<file path="src/rtl/rs_wakeup_req.sv">
// Reservation-station wakeup/request block.
// Tracks operand readiness per entry and raises issue requests.
module rs_wakeup_req #(
  parameter int WIDTH = 16,
  parameter int REQS  = 3,
  parameter int TAGW  = 6,
  parameter int CDBW  = 3,
  parameter int IDXW  = 4
) (
  input  logic                   clock,
  input  logic                   reset,
  input  logic                   alloc_valid,
  input  logic [IDXW-1:0]        alloc_idx,
  input  logic [TAGW-1:0]        alloc_tag1,
  input  logic [TAGW-1:0]        alloc_tag2,
  input  logic                   alloc_rdy1,
  input  logic                   alloc_rdy2,
  input  logic [CDBW-1:0]        cdb_valid,
  input  logic [CDBW*TAGW-1:0]   cdb_tag,
  input  logic [WIDTH*REQS-1:0]  gnt_bus,
  input  logic                   squash,
  output logic [WIDTH-1:0]       req,
  output logic [WIDTH-1:0]       entry_valid,
  output logic [IDXW:0]          free_cnt,
  output logic                   full,
  output logic                   empty,
  output logic                   alloc_err
);

  logic [WIDTH-1:0] valid_q, valid_d;
  logic [WIDTH-1:0] rdy1_q, rdy1_d;
  logic [WIDTH-1:0] rdy2_q, rdy2_d;
  logic [TAGW-1:0]  tag1_q [WIDTH];
  logic [TAGW-1:0]  tag1_d [WIDTH];
  logic [TAGW-1:0]  tag2_q [WIDTH];
  logic [TAGW-1:0]  tag2_d [WIDTH];
  logic             alloc_err_q, alloc_err_d;

  logic [WIDTH-1:0] gnt_or, gnt_eff;
  logic [WIDTH-1:0] wake1, wake2;
  logic             byp1, byp2;
  logic             alloc_ok, alloc_rej;
  logic [IDXW:0]    free_c;

  assign req         = valid_q & rdy1_q & rdy2_q;
  assign entry_valid = valid_q;
  assign alloc_err   = alloc_err_q;
  assign free_cnt    = free_c;
  assign full        = (free_c == '0);
  assign empty       = (free_c == (IDXW+1)'(WIDTH));

  // Merge selector grant slices; only requesting entries may issue
  always_comb begin
    gnt_or = '0;
    for (int j = 0; j < REQS; j++) begin
      gnt_or = gnt_or | gnt_bus[j*WIDTH +: WIDTH];
    end
    gnt_eff = gnt_or & req;
  end

  // Tag compare of every CDB lane against stored and incoming tags
  always_comb begin
    wake1 = '0;
    wake2 = '0;
    byp1  = 1'b0;
    byp2  = 1'b0;
    for (int k = 0; k < CDBW; k++) begin
      if (cdb_valid[k]) begin
        for (int i = 0; i < WIDTH; i++) begin
          if (cdb_tag[k*TAGW +: TAGW] == tag1_q[i]) wake1[i] = 1'b1;
          if (cdb_tag[k*TAGW +: TAGW] == tag2_q[i]) wake2[i] = 1'b1;
        end
        if (cdb_tag[k*TAGW +: TAGW] == alloc_tag1) byp1 = 1'b1;
        if (cdb_tag[k*TAGW +: TAGW] == alloc_tag2) byp2 = 1'b1;
      end
    end
  end

  // An issuing entry may be reused in the same cycle
  assign alloc_ok  = alloc_valid &
                     (~valid_q[alloc_idx] | gnt_eff[alloc_idx]);
  assign alloc_rej = alloc_valid & valid_q[alloc_idx] &
                     ~gnt_eff[alloc_idx] & ~squash;

  // Next entry state: issue, wakeup, allocate, then squash wins
  always_comb begin
    valid_d     = valid_q & ~gnt_eff;
    rdy1_d      = rdy1_q | (valid_q & wake1);
    rdy2_d      = rdy2_q | (valid_q & wake2);
    tag1_d      = tag1_q;
    tag2_d      = tag2_q;
    alloc_err_d = alloc_rej;
    if (alloc_ok) begin
      valid_d[alloc_idx] = 1'b1;
      rdy1_d[alloc_idx]  = alloc_rdy1 | byp1;
      rdy2_d[alloc_idx]  = alloc_rdy2 | byp2;
      tag1_d[alloc_idx]  = alloc_tag1;
      tag2_d[alloc_idx]  = alloc_tag2;
    end
    if (squash) begin
      valid_d = '0;
    end
  end

  // Count of unoccupied entries
  always_comb begin
    free_c = '0;
    for (int i = 0; i < WIDTH; i++) begin
      free_c = free_c + (IDXW+1)'(~valid_q[i]);
    end
  end

  // State registers; tags need no reset
  always_ff @(posedge clock) begin
    if (!reset) begin
      valid_q     <= '0;
      rdy1_q      <= '0;
      rdy2_q      <= '0;
      alloc_err_q <= 1'b0;
    end else begin
      valid_q     <= valid_d;
      rdy1_q      <= rdy1_d;
      rdy2_q      <= rdy2_d;
      alloc_err_q <= alloc_err_d;
      tag1_q      <= tag1_d;
      tag2_q      <= tag2_d;
    end
  end

endmodule

</file>
<file path="config.mk">
export PLATFORM = sky130hd
export DESIGN_NAME = rs_wakeup_req
export DESIGN_NICKNAME = d
export VERILOG_FILES = /design/src/rtl/rs_wakeup_req.sv
export SDC_FILE = /design/constraint.sdc
export NUM_CORES = 1
export LEC_CHECK = 0
export ABC_CLOCK_PERIOD_IN_PS = 6540
export CAP_MARGIN = 20
export CORE_MARGIN = 4
export CORE_UTILIZATION = 60
export CTS_CLUSTER_DIAMETER = 120
export DETAILED_ROUTE_END_ITERATION = 10
export HOLD_SLACK_MARGIN = 0.12
export MAX_ROUTING_LAYER = met4
export PLACE_DENSITY = 0.82
export SLEW_MARGIN = 10
export SYNTH_ARGS = -nofsm -noshare
export SYNTH_HDL_FRONTEND = slang
export SYNTH_SLANG_ARGS = --single-unit
</file>
<file path="constraint.sdc">
create_clock -name clock -period 6.54 [get_ports clock]
set_clock_uncertainty 0.15 [all_clocks]
set_input_delay 0.981 -clock clock [delete_from_list [all_inputs] [get_ports clock]]
set_output_delay 0.981 -clock clock [all_outputs]
set_load 0.005 [all_outputs]
</file>
### Word-level counts from Yosys, hierarchy flattened

Index checks and enable logic that the tools add are counted.

* add/subtract/negate cells: 15
* $lt $le $gt $ge: 4
* equality and inequality tests: 103
* muxes and demuxes: 129
* bitwise logic cells: 40
* reduce and logical (&&, ||, !) cells: 5

Operator list (number)
* $eq A6 B6 Y1: 102
* $bwmux W96: 2
* $mux W16: 9
* $mux W1: 111
* $and A16 B16 Y16: 6
* $not A1 Y5: 16
* $or A16 B16 Y16: 5
* $add A5 B5 Y5: 15
* $bwmux W16: 2
* $demux W6 S4: 1
* $not A16 Y16: 1
* $bmux W1 S4: 2
* $mux W6: 1
* $eq A5 B5 Y1 const B: 1
* $ge A5 B5 Y1 const B: 1
* $logic_not A5 Y1: 1
* $lt A4 B5 Y1 const B: 1
* $lt A5 B1 Y1 const B: 1
* $not A4 Y5: 1
* $and A1 B1 Y1: 4
* $demux W1 S4: 1
* $ge A4 B1 Y1 const B: 1
* $not A1 Y1: 4
* $or A1 B1 Y1: 3
* other kinds (3): 4

* flip-flop bits (word level): 241
* input port bits: 91

### Depth between registers and ports, before layout

* word-level depth: 17
* depth in mapped cells: 13

### Least setup slack after synthesis

No wires, ideal clock.

* path kind: register to output
* from: reg valid_q[11] (netlist: entry_valid[11])
* to: out empty
* arrival time: 3966 ps
* slack: 1443 ps
* cell stages (with the launch flop): 13
* buffers on the path: 0
* cells stage by stage: dfxtp_1 > fa_1 > inv_1 > fa_1 > fa_1 > inv_1 > fa_1 > inv_1 > ha_1 > fa_1 > xor2_1 > or4_1 > nor3b_1

* cells in the longest elaborated chain, start to end: 7

Ends and longest elaborated chain
* from (decl): line 30 `logic [WIDTH-1:0] valid_q, valid_d;`
* from (signal assigned): line 121 `valid_q <= valid_d;`
* $not A1 Y5: line 109 `free_c = free_c + (IDXW+1)'(~valid_q[i]);`
* $add A5 B5 Y5 (5 in a row): line 109
* net free_cnt[2]: line 24 `output logic [IDXW:0] free_cnt,`
* $eq A5 B5 Y1: line 50 `assign empty = (free_c == (IDXW+1)'(WIDTH));`
* to (decl): line 26 `output logic empty,`

The timed path passes the listed nets, and every way through them passes these cells.

### Worst setup path in the final report

* from: reg valid_q[7] (netlist: entry_valid[7])
* to: out empty

* cells in the longest elaborated chain, start to end: 11

Ends and longest elaborated chain (line)
* $not A1 Y5: 109
* $add A5 B5 Y5 (9 in a row): 109
* $eq A5 B5 Y1: 50

Every way passes these cells.

==> flow_summary.ini <==
[critical_path]
path_cells = fa_1 -> inv_1 -> fa_1 -> fa_1 -> inv_1 -> fa_1 -> inv_1 -> ha_1 -> fa_1 -> xor2_1 -> or4_1 -> nor3b_2 -> clkdlybuf4s50_1
worst-setup-path-type = flop to output pin
startpoint_type = flop
worstSetupEndpointType = output pin
critical_path.max_stage_delay_ns = 0.53
worst_ep_arrival_ns = 5.20
crit_slowest_cell = sky130_fd_sc_hd__clkdlybuf4s50_1
timing.critical_path.required_ns = 5.41
critical_path_peak_fanout = 7
timing.critical_path.mode_cell = sky130_fd_sc_hd__fa_1

[synthesis]
synth.distinct_cells = 54
synth_top_flop_cell = sky130_fd_sc_hd__edfxtp_1
synth_sequential_area_ratio_pct = 40.84
synthesis.nets = 1629
yosysWarnings = 0
synth.ff_latch_count = 241
syn_avg_cell_area_um2 = 10.85
syn-cell-area_um2 = 16520
synth_cells = 1523
ys_async_sr_fraction_pct = 0
synth_edf_count = 192

[hold_path]
min_delay_worst_type = flop to flop

[final_layout]
antennaDiodeCount = 0
post_route_cells_drive_above_1_share_pct = 8.338
utilization_pct = 70.02
num-fill-cells = 1882
nets = 1731
areaGrowthSynthToFinish_pct = 14.57
layout.cells.non_filler = 1984

[clocking]
ctsHtreeMaxLevel = 1
postCtsSetupBuffers = 0
ctsLongestPathBuffers = 3
cts-root-buf = sky130_fd_sc_hd__clkbuf_16
worst_setup_hold_path_clk_slew_ns = 0.06
cts_num_sinks = 241
tritoncts_clock_tree = built
numCtsBuffers = 24
worst_skew_pair.late_latency_ns = 0.54
post_cts.resized_instances = 0
cts-hold-fix-buffers = 0

[grt]
antenna_found_initial = 0
vias_in_the_first_global_route = 13480
grt_use_total_pct = 35.70
grt_pass1_wl_um = 81300
grt.overflow.total = 0
grt_start_max_net_pins = 40

[place]
dp.cells = 1939
count_of_input_and_output_buffers = 130
globalplace.congestion = 0.9780
hpwlAfterDp_um = 35190

[die]
io_pins = 131
num_rows = 60
dieWidth_um = 173.9
dieHeight_um = 173.9
core_region_area_um2 = 27030
die-area_um2 = 30250
initial_core_util_pct = 61.12

[timing]
finalHoldViolations = 0
timing.final.crit_share_pct = 96.74
maxSlewViolCount = 0
slew-limit-headroom_pct = 37.06
max_freq_ghz = 0.1581
timing_worst_slew_pin_value_ns = 0.9390
hold_ws_ns = 0.3978
setup_violations = 0
finalSetupTns_ns = 0
rsz0062_at_grt = false
final_period_minus_worst_setup_slack_ns = 6.327

[drt]
drt_drc_violations_left = 0
wl_per_cell_um = 27.54
drt-pass1-iter-count = 6
route.vias.total = 13580
initialDrtViolationCount = 2049
routed_wl_um = 54640
via_cell_ratio = 6.844
detail-route-antenna-nets = 0

[status]
status = completed

[pwr]
power-per-cell-area_nw_per_um2 = 195.1
largest_voltage_drop_on_the_vdd_net_mv = 0.1675
totalPowerFinal_mw = 3.693
power_leakage_nw = 6.103

[job]
max_cap_violations = 0
==> synth_stat cells (2+ instances only) <==
master / number / share of area [%]
sky130_fd_sc_hd__or3_1: 5 / 0.19
sky130_fd_sc_hd__o31ai_1: 9 / 0.41
sky130_fd_sc_hd__nor4_1: 107 / 4.1
sky130_fd_sc_hd__nor4_4: 2 / 0.26
sky130_fd_sc_hd__and2_1: 4 / 0.15
sky130_fd_sc_hd__nand2b_1: 2 / 0.076
sky130_fd_sc_hd__a21boi_0: 11 / 0.50
sky130_fd_sc_hd__o2111ai_1: 2 / 0.11
sky130_fd_sc_hd__nand4_1: 108 / 4.1
sky130_fd_sc_hd__o31a_1: 31 / 1.6
sky130_fd_sc_hd__buf_6: 5 / 0.34
sky130_fd_sc_hd__nand2_1: 24 / 0.55
sky130_fd_sc_hd__nor3b_1: 2 / 0.091
sky130_fd_sc_hd__mux4_2: 2 / 0.27
sky130_fd_sc_hd__o41a_1: 2 / 0.14
sky130_fd_sc_hd__nor2_1: 8 / 0.18
sky130_fd_sc_hd__fa_1: 10 / 1.2
sky130_fd_sc_hd__a21oi_1: 14 / 0.42
sky130_fd_sc_hd__o211ai_1: 22 / 1.0
sky130_fd_sc_hd__xor2_1: 306 / 16
sky130_fd_sc_hd__o22ai_1: 14 / 0.53
sky130_fd_sc_hd__mux2i_1: 18 / 1.1
sky130_fd_sc_hd__or4_1: 3 / 0.14
sky130_fd_sc_hd__edfxtp_1: 192 / 35
sky130_fd_sc_hd__ha_1: 5 / 0.38
sky130_fd_sc_hd__buf_1: 10 / 0.23
sky130_fd_sc_hd__and3_1: 23 / 0.87
sky130_fd_sc_hd__dfxtp_1: 49 / 5.9
sky130_fd_sc_hd__nor4_2: 4 / 0.30
sky130_fd_sc_hd__o21ai_0: 21 / 0.64
sky130_fd_sc_hd__o21a_1: 11 / 0.50
sky130_fd_sc_hd__o21ai_1: 4 / 0.12
sky130_fd_sc_hd__clkbuf_1: 27 / 0.61
sky130_fd_sc_hd__a41oi_2: 2 / 0.20
sky130_fd_sc_hd__xnor2_1: 308 / 16
sky130_fd_sc_hd__nor2b_1: 8 / 0.30
sky130_fd_sc_hd__buf_2: 69 / 2.1
sky130_fd_sc_hd__o311ai_0: 9 / 0.48
sky130_fd_sc_hd__inv_1: 24 / 0.55
sky130_fd_sc_hd__o41ai_1: 2 / 0.11
sky130_fd_sc_hd__nor3_1: 6 / 0.18
sky130_fd_sc_hd__nand3_1: 26 / 0.79
==> power breakdown <==
group,switching [mW],internal [mW],total (mW),leakage (nW)
Sequential,0.0113,1.66,1.68,2.12
Combinational,0.351,0.213,0.564,3.58
Clock,0.601,0.853,1.45,0.396
Total,0.963,2.73,3.69,6.10
==> worst paths after layout <==
kind	start	endpoint	slack, ns	cells after the start
worst min-delay path	rdy2_q[5]	rdy2_q[5]	0.40	2
worst min register to register	rdy2_q[5]	rdy2_q[5]	0.40	2
worst max register to register	entry_valid[11]	tag2_q[26]	2.92	8
worst max-delay path	entry_valid[7]	empty	0.21	13
==> registers in the layout (all words and copies together) (netlist names) <==
signal / count
tag1_q: 96
tag2_q: 96
entry_valid: 16
rdy1_q: 16
rdy2_q: 16
alloc_err: 1
==> logic make-up (layout without fill, tap and decap cells) <==
group	after synthesis	count (layout)	synth area share [%]
simple gates	335	335	12.38
flops	241	241	40.84
compound gates	163	163	7.454
xor+xnor	614	614	32.56
mux	20	20	1.363
buf+inv	135	255	3.818
fa+ha+maj	15	15	1.591
==> layout make-up <==
type	instances	area [um^2]	share of cell area, %
clock buffers	26	629.4	3.326
repair buffers	187	1639	8.661
multi-input cells	1147	9196	48.60
inverters	24	90.09	0.4760
clock inverters	18	195.2	1.031
flip-flops and latches	241	6748	35.66
well taps	341	426.7	2.255
==> critical path, delay by kind of cell (launching register included) <==
family	cells	cell delay, ns
XOR/XNOR	1	0.17
adder cells (fa/ha/maj)	6	2.54
buffers and inverters	4	0.72
flip-flops	1	0.50
AND/OR/NAND/NOR	2	0.73
==> layer usage <==
metal  vias up  track usage (%)  wire, um
met2      1157            53.07     23800
met1      6451            46.41     20280
met4         0            16.27      2714
li1       5713                -         -
met3       257            8.917      7840
met5         -                -         0
==> cell usage in the layout, fill, tap and decap left out, types with 6 or more instances in the layout <==
| cell | n |
|---|---|
| sky130_fd_sc_hd__buf_2 | 18 |
| sky130_fd_sc_hd__nor4_1 | 101 |
| sky130_fd_sc_hd__o211ai_1 | 22 |
| sky130_fd_sc_hd__buf_4 | 56 |
| sky130_fd_sc_hd__o31ai_1 | 9 |
| sky130_fd_sc_hd__clkbuf_16 | 25 |
| sky130_fd_sc_hd__o31a_1 | 31 |
| sky130_fd_sc_hd__a21oi_1 | 14 |
| sky130_fd_sc_hd__xor2_1 | 306 |
| sky130_fd_sc_hd__o22ai_1 | 14 |
| sky130_fd_sc_hd__nand3_1 | 26 |
| sky130_fd_sc_hd__nor2b_1 | 8 |
| sky130_fd_sc_hd__mux2i_1 | 18 |
| sky130_fd_sc_hd__and3_1 | 23 |
| sky130_fd_sc_hd__a21boi_0 | 11 |
| sky130_fd_sc_hd__o21ai_0 | 21 |
| sky130_fd_sc_hd__inv_1 | 24 |
| sky130_fd_sc_hd__nand2_1 | 24 |
| sky130_fd_sc_hd__nor4_2 | 10 |
| sky130_fd_sc_hd__clkdlybuf4s50_1 | 112 |
| sky130_fd_sc_hd__clkinv_1 | 6 |
| sky130_fd_sc_hd__o21a_1 | 11 |
| sky130_fd_sc_hd__xnor2_1 | 308 |
| sky130_fd_sc_hd__edfxtp_1 | 192 |
| sky130_fd_sc_hd__nand4_1 | 108 |
| sky130_fd_sc_hd__fa_1 | 10 |
| sky130_fd_sc_hd__o311ai_0 | 9 |
| sky130_fd_sc_hd__nor2_1 | 8 |
| sky130_fd_sc_hd__dfxtp_1 | 48 |
==> metrics by stage <==
step	instance area, um^2	setup WS, ns
6_report	18920	0.2134
5_1_grt	18920	0.05685
4_1_cts	18910	0.06243
3_5_place_dp	18090	0.6469
3_3_place_gp	18090	0.6889
2_1_floorplan	16520	1.443
Power figures use the tool's default switching activity.
